--- src/rtl/id_ex_operand_stage.sv ---
// id_ex_operand_stage: ID/EX pipeline register with EX/MEM and MEM/WB operand forwarding,
// load-use stall detection, bubble insertion, hold and flush.
module id_ex_operand_stage #(
    parameter int DATA_W = 16,
    parameter int REG_AW = 4,
    parameter logic [3:0] NOP_OP = 4'b1000
) (
    input  logic              clk,
    input  logic              rst,
    input  logic              hold,
    input  logic              flush,
    input  logic              id_valid,
    input  logic [DATA_W-1:0] id_rdata1,
    input  logic [DATA_W-1:0] id_rdata2,
    input  logic [DATA_W-1:0] id_imm,
    input  logic [REG_AW-1:0] id_rs,
    input  logic [REG_AW-1:0] id_rt,
    input  logic              id_use_rs,
    input  logic              id_use_rt,
    input  logic              id_use_imm,
    input  logic [3:0]        id_alu_op,
    input  logic [REG_AW-1:0] id_dest,
    input  logic              id_reg_write,
    input  logic              id_mem_read,
    input  logic              id_mem_write,
    input  logic [REG_AW-1:0] exmem_dest,
    input  logic              exmem_reg_write,
    input  logic [DATA_W-1:0] exmem_result,
    input  logic [REG_AW-1:0] memwb_dest,
    input  logic              memwb_reg_write,
    input  logic [DATA_W-1:0] memwb_result,
    output logic [DATA_W-1:0] alu_first,
    output logic [DATA_W-1:0] alu_second,
    output logic [3:0]        alu_op,
    output logic [DATA_W-1:0] ex_store_data,
    output logic [REG_AW-1:0] ex_dest,
    output logic              ex_reg_write,
    output logic              ex_mem_read,
    output logic              ex_mem_write,
    output logic              ex_valid,
    output logic              stall_req
);
    typedef struct packed {
        logic              valid;
        logic [DATA_W-1:0] rdata1;
        logic [DATA_W-1:0] rdata2;
        logic [DATA_W-1:0] imm;
        logic [REG_AW-1:0] rs;
        logic [REG_AW-1:0] rt;
        logic [REG_AW-1:0] dest;
        logic              use_rs;
        logic              use_rt;
        logic              use_imm;
        logic [3:0]        op;
        logic              reg_write;
        logic              mem_read;
        logic              mem_write;
    } stage_t;

    stage_t q;
    stage_t d;
    logic [DATA_W-1:0] opnd_a;
    logic [DATA_W-1:0] opnd_b;

    assign d = '{valid: id_valid, rdata1: id_rdata1, rdata2: id_rdata2, imm: id_imm,
                 rs: id_rs, rt: id_rt, dest: id_dest, use_rs: id_use_rs, use_rt: id_use_rt,
                 use_imm: id_use_imm, op: id_alu_op, reg_write: id_reg_write,
                 mem_read: id_mem_read, mem_write: id_mem_write};

    // A load in EX cannot supply its data yet; one bubble lets it reach MEM/WB forwarding.
    assign stall_req = !flush && id_valid && q.valid && q.mem_read &&
                       ((id_use_rs && id_rs == q.dest) || (id_use_rt && id_rt == q.dest));

    always_ff @(posedge clk or negedge rst) begin
        if (!rst) begin
            q    <= '0;
            q.op <= NOP_OP;
        end else if (flush || (!hold && stall_req)) begin
            q    <= '0;
            q.op <= NOP_OP;
        end else if (!hold) begin
            q <= d;
        end
    end

    assign opnd_a = (q.use_rs && exmem_reg_write && exmem_dest == q.rs) ? exmem_result :
                    (q.use_rs && memwb_reg_write && memwb_dest == q.rs) ? memwb_result : q.rdata1;
    assign opnd_b = (q.use_rt && exmem_reg_write && exmem_dest == q.rt) ? exmem_result :
                    (q.use_rt && memwb_reg_write && memwb_dest == q.rt) ? memwb_result : q.rdata2;

    assign alu_first     = q.valid ? opnd_a : '0;
    assign alu_second    = !q.valid ? '0 : q.use_imm ? q.imm : opnd_b;
    assign ex_store_data = q.valid ? opnd_b : '0;
    assign alu_op        = q.valid ? q.op : NOP_OP;
    assign ex_dest       = q.dest;
    assign ex_reg_write  = q.valid && q.reg_write;
    assign ex_mem_read   = q.valid && q.mem_read;
    assign ex_mem_write  = q.valid && q.mem_write;
    assign ex_valid      = q.valid;
endmodule

--- config.mk ---
export PLATFORM = sky130hd
export DESIGN_NAME = id_ex_operand_stage
export DESIGN_NICKNAME = d
export VERILOG_FILES = /design/src/rtl/id_ex_operand_stage.sv
export SDC_FILE = /design/constraint.sdc
export NUM_CORES = 1
export LEC_CHECK = 0
export ABC_AREA = 1
export BUFFER_PORTS_ARGS = -buffer_cell sky130_fd_sc_hd__buf_2
export CORE_MARGIN = 8
export CORE_UTILIZATION = 47
export CTS_BUF_LIST = sky130_fd_sc_hd__clkbuf_8
export DETAILED_ROUTE_END_ITERATION = 6
export PLACE_DENSITY = 0.8
export SYNTH_ARGS = -nofsm -noshare
export SYNTH_HDL_FRONTEND = slang
export SYNTH_SLANG_ARGS = --single-unit
export TNS_END_PERCENT = 20
--- constraint.sdc ---
create_clock -name clk -period 1.4 [get_ports clk]
set_input_delay 0 -clock clk [delete_from_list [all_inputs] [get_ports clk]]
set_output_delay 0 -clock clk [all_outputs]
set_load 0.02 [all_outputs]
Word-level counts from Yosys, hierarchy flattened. Cells that the tools add are included.

Memories: 0. Flip-flop bits (word level): 71. Logic and storage cells: 54. Memory bits (writable): 0. Output and inout port bits: 61. Bits in read-only memories: 0. Bits in latches: 0.

Add/sub/neg operators: 0. Reduce and logical (&&, ||, !) cells: 22. Bitwise logic cells: 0. Shift-type cells: 0. Equal/unequal tests: 7. Div/mod/pow operators: 0. Muxes and demuxes: 11. Multiply operators: 0. Magnitude comparators: 0.

Operators by type and width (count): $mux 71 (2); $mux 16 (8); $eq 4x4->1 (6); $logic_and 1x1->1 (18); $mux 4 (1); $logic_not 1->1 (2); $logic_or 1x1->1 (2); $ne 2x1->1 const B (1).

Depth between registers and ports, before layout.
Depth after elaboration: 8. Mapped depth: 11. Mapped depth without buffers: 10.

Worst setup path before layout. No wires, ideal clock.

Path kind: register -> output. From: register q[16] (netlist bit). To: output ex_store_data[10]. Stages on the path, launching flop included: 8. Data arrival time: 1.476 ns. Path slack: -0.076 ns. Path through: dfrtp_1 > xor2_1 > nor2_1 > nand2_2 > inv_2 > buf_4 > nand2_1 > a21oi_1.

Cells in the longest elaborated chain, start to end: 5. Elaborated cells between the ends (all ways): 7. Classes of those cells: eq/ne: 2; mux: 3; reduce/logical: 2.

RTL lines: from (decl) (line 60) `stage_t q;`; $eq 4x4->1 (line 89) `(q.use_rt && memwb_reg_write && memwb_dest == q.rt) ? memwb_result : q.rdata2;`; $logic_and 1x1->1 (line 89); $mux 16 (line 89); $mux 16 * (line 88) `assign opnd_b = (q.use_rt && exmem_reg_write && exmem_dest == q.rt) ? exmem_result :`; $mux 16 * (line 93) `assign ex_store_data = q.valid ? opnd_b : '0;`; to (decl) (line 35) `output logic [DATA_W-1:0] ex_store_data,`.

Mark *: on every way between the ends. The rest lies on a longest branch, timed or not.

Worst setup path after layout.
From: register q[18] (netlist bit). To: output alu_first[7].

Cells in the longest elaborated chain, start to end: 5. Elaborated cells between the ends (all ways): 7. Classes of those cells: eq/ne: 2; mux: 3; reduce/logical: 2.

RTL lines: $eq 4x4->1 (line 87) `(q.use_rs && memwb_reg_write && memwb_dest == q.rs) ? memwb_result : q.rdata1;`; $logic_and 1x1->1 (line 87); $mux 16 (line 87); $mux 16 * (line 86) `assign opnd_a = (q.use_rs && exmem_reg_write && exmem_dest == q.rs) ? exmem_result :`; $mux 16 * (line 91) `assign alu_first = q.valid ? opnd_a : '0;`; to (decl) (line 32) `output logic [DATA_W-1:0] alu_first,`.

Marks and branches as above.

==> impl_results.md <==
- Worst setup margin: -656 ps
- F_max: 0.486 GHz
- Number of antenna violations at the first check in global routing: 2
- Area of the core: 0.0101 mm2
- Cell Chain, Critical Path: buf_4 > o211ai_1 > nor2_1 > nand2_2 > buf_12 > o21ai_0 > inv_1 > nand2_1 > inv_1 > buf_6
- Fin crit share: 1.47
- Largest family of logic cells by synthesized area: simple AND/OR/NAND/NOR gates
- Worst vdd ir: 0.000619 V
- Fin nets: 1129
- HP Class: in2reg
- RSZ-0062 raised after global routing: true
- Clk_skew: 7.35 ps
- Worst reg2reg path startpoint: ex_dest[2]
- Multi-input logic area: 0.00310 mm2
- R2R setup slack: -120 ps
- Area growth syn-to-layout: 69.1%
- Worst-path clk slew: 80 ps
- Largest net degree at the start of global routing: 62
- Tightest Pin Transition: 481 ps
- Crit path launch type: flop
- WS Path Type: reg2out
- Final setup fails: 118
- Post-route minimum period: 2060 ps
- Fin Setup TNS: -30910 ps
- Overflow after GRT: 0
- CTS tree: built
- Clock Path Buffers: 2
- Routed vias: 6421
- DP Wirelength: 12.0 mm
- Mapped Nets: 874
- Fin cells: 1155
- Overall routed net length: 22.0 mm
- Hold WS: 11.6 ps
- Fillcell total: 599
- Die Wd: 117 um
- Die Height: 117 um
- Initial Utilization: 0.475
- Worst-Skew Late Latency: 340 ps
- CTS Sinks: 71
- Pre-antenna DRT Iters: 6
- Slowest library cell on the worst path: dfrtp_1
- Post-synth cell types: 24
- Final design area excluding fillers: 0.00815 mm2
- Slew Limit Fails: 0
- Worst relative slew slack: 0.679
- Total number of yosys warnings: 0
- Crit path largest cell delay: 430 ps
- CP Data Required Time: 1400 ps
- Synthesized flop and latch total: 71
- Most frequent cells in the layout: 214 x nand2_1, 127 x buf_2, 94 x inv_1
- CTS Buf Count: 9
- Pleak: 4.35 nW
- Final Util: 0.803
- Maxcap violations: 0
- Worst path arrival time: 2060 ps
- CP Launch Point: q[18]
- Fin. Hold Viols: 0
- Reg2reg path depth: 7
- Hold path start: hold
- Crit. path cell count: 10
- Failing checks: negative setup slack
- Worst slack at placement: -184 ps
- Commonest non-fill, non-tap cell in the layout: nand2_1
- Die ar.: 0.0137 mm2
- Number of remaining DRC errors: 0
- Seq/Total Area, Yosys: 0.369
- DP Area: 0.00601 mm2
- GPL Wtd Cong: 0.888
- Worst R2R End: q[33]
- Layout cells sized above 1: 0.419
- Drt wl/cell: 19.1 um
- Placed Instances: 1052
- Sequential Area: 0.00178 mm2
- Global-route wire length before repair: 29.8 mm
- Worst Path Buf+Inv: 5
- Initial DRC Count: 785
- Ports: 178
- Cell family with most CP delay: buffers and inverters
- Status: finished, violations left
- Post-synthesis compound-gate area fraction: 0.124
- Simple-gate share of the synthesized area: 0.356
- Tot Pwr: 5.57 mW
- Cell Area, Synth: 0.00482 mm2
- Synthesized area per cell: 6.36 um2
- Post-synthesis xor/xnor area fraction: 0.0109
- IO Port Bufs: 177
- Power Density: 684 mW/mm2
- CP endpoint: alu_first[7]
- Gr usage total: 0.278
- H-tree Lvls: 3
- Post-synthesis mux area share: 0
- Cells after Synth: 757
- Cell Rows: 37
- Critical path fanouts, max: 16
- Root Buffer: clkbuf_8
- Hold path depth: 5
- Vias/cell: 5.56
- Most common cell on crit path: inv_1
- Antenna viol nets, final: 0
- Critical path capture point type: output pin
- Post-synthesis adder-cell area fraction: 0
- Number of global-route vias before repair: 6163
## flip-flops by register name, indices dropped and copies added, names as in the netlist
name      count
ex_valid      1
q            66
ex_dest       4
## metal layers
| metal | vias to the layer above | track usage | share of wire |
|---|---|---|---|
| met5 | - | 0 | 0 |
| met4 | 0 | 0.135 | 0.055 |
| met3 | 121 | 0.0549 | 0.096 |
| met2 | 472 | 0.475 | 0.50 |
| met1 | 2968 | 0.328 | 0.35 |
| li1 | 2860 | - | - |
## worst min path at each step
stage                             to
after CTS                       q[6]
after floorplan           ex_dest[0]
after global routing            q[6]
final                           q[6]
after detailed placement  ex_dest[0]
after global placement    ex_dest[0]
## tightest hold or removal path: stages
cell	delay, ps
buf_2	100
nor2_1	50
nand3_1	80
nand2_1	50
inv_1	50
## repair_timing
action                                 in CTS  in global routing
gates resized for setup                   151                175
endpoints found under the hold margin     119                  0
setup buffers                               5                  3
pin swaps                                  28                 39
hold buffers                               71                  0
setup endpoints to repair                 118                120
gates cloned                                2                  4
## where the power goes
part	internal, mW	switching, mW	total (mW)
Sequential	2.17	0.0924	2.26
Clock	0.852	0.812	1.66
Combinational	0.710	0.939	1.65
## cell type report
class,count,share of cell area
Multi-Input combinational cell,526,0.381
Timing Repair Buffer,287,0.300
Sequential cell,71,0.219
Inverter,117,0.0548
Tap cell,136,0.0209
Clock buffer,10,0.0169
Clock inverter,6,0.00645
Antenna cell,2,0.000614
## cells by family after synthesis
family,after synthesis
and+or+nand+nor,408
buffers and inverters,161
AOI/OAI and AO/OA,111
DFF,71
xor gates and xnor gates,6
## cells in the mapped netlist
| master | instances | share of area |
|---|---|---|
| buf_6 | 5 | 0.012 |
| xor2_1 | 3 | 0.0055 |
| nand2_4 | 1 | 0.0023 |
| nand3_1 | 81 | 0.084 |
| inv_1 | 111 | 0.086 |
| clkbuf_1 | 26 | 0.020 |
| o21ai_0 | 81 | 0.084 |
| dfstp_2 | 1 | 0.0055 |
| nor2_2 | 3 | 0.0039 |
| nand2_2 | 3 | 0.0039 |
| nand4_1 | 2 | 0.0026 |
| o22ai_1 | 1 | 0.0013 |
| inv_2 | 6 | 0.0047 |
| dfrtp_1 | 70 | 0.36 |
| buf_2 | 7 | 0.0073 |
| nor2_1 | 47 | 0.037 |
| nor3_4 | 1 | 0.0034 |
| buf_4 | 6 | 0.0093 |
| nand2_1 | 263 | 0.20 |
| o211ai_1 | 1 | 0.0016 |
| xnor2_1 | 3 | 0.0055 |
| nand3_2 | 7 | 0.015 |
| a21oi_1 | 18 | 0.019 |
| o21ai_2 | 10 | 0.018 |
Power figures use the tool's default switching activity.
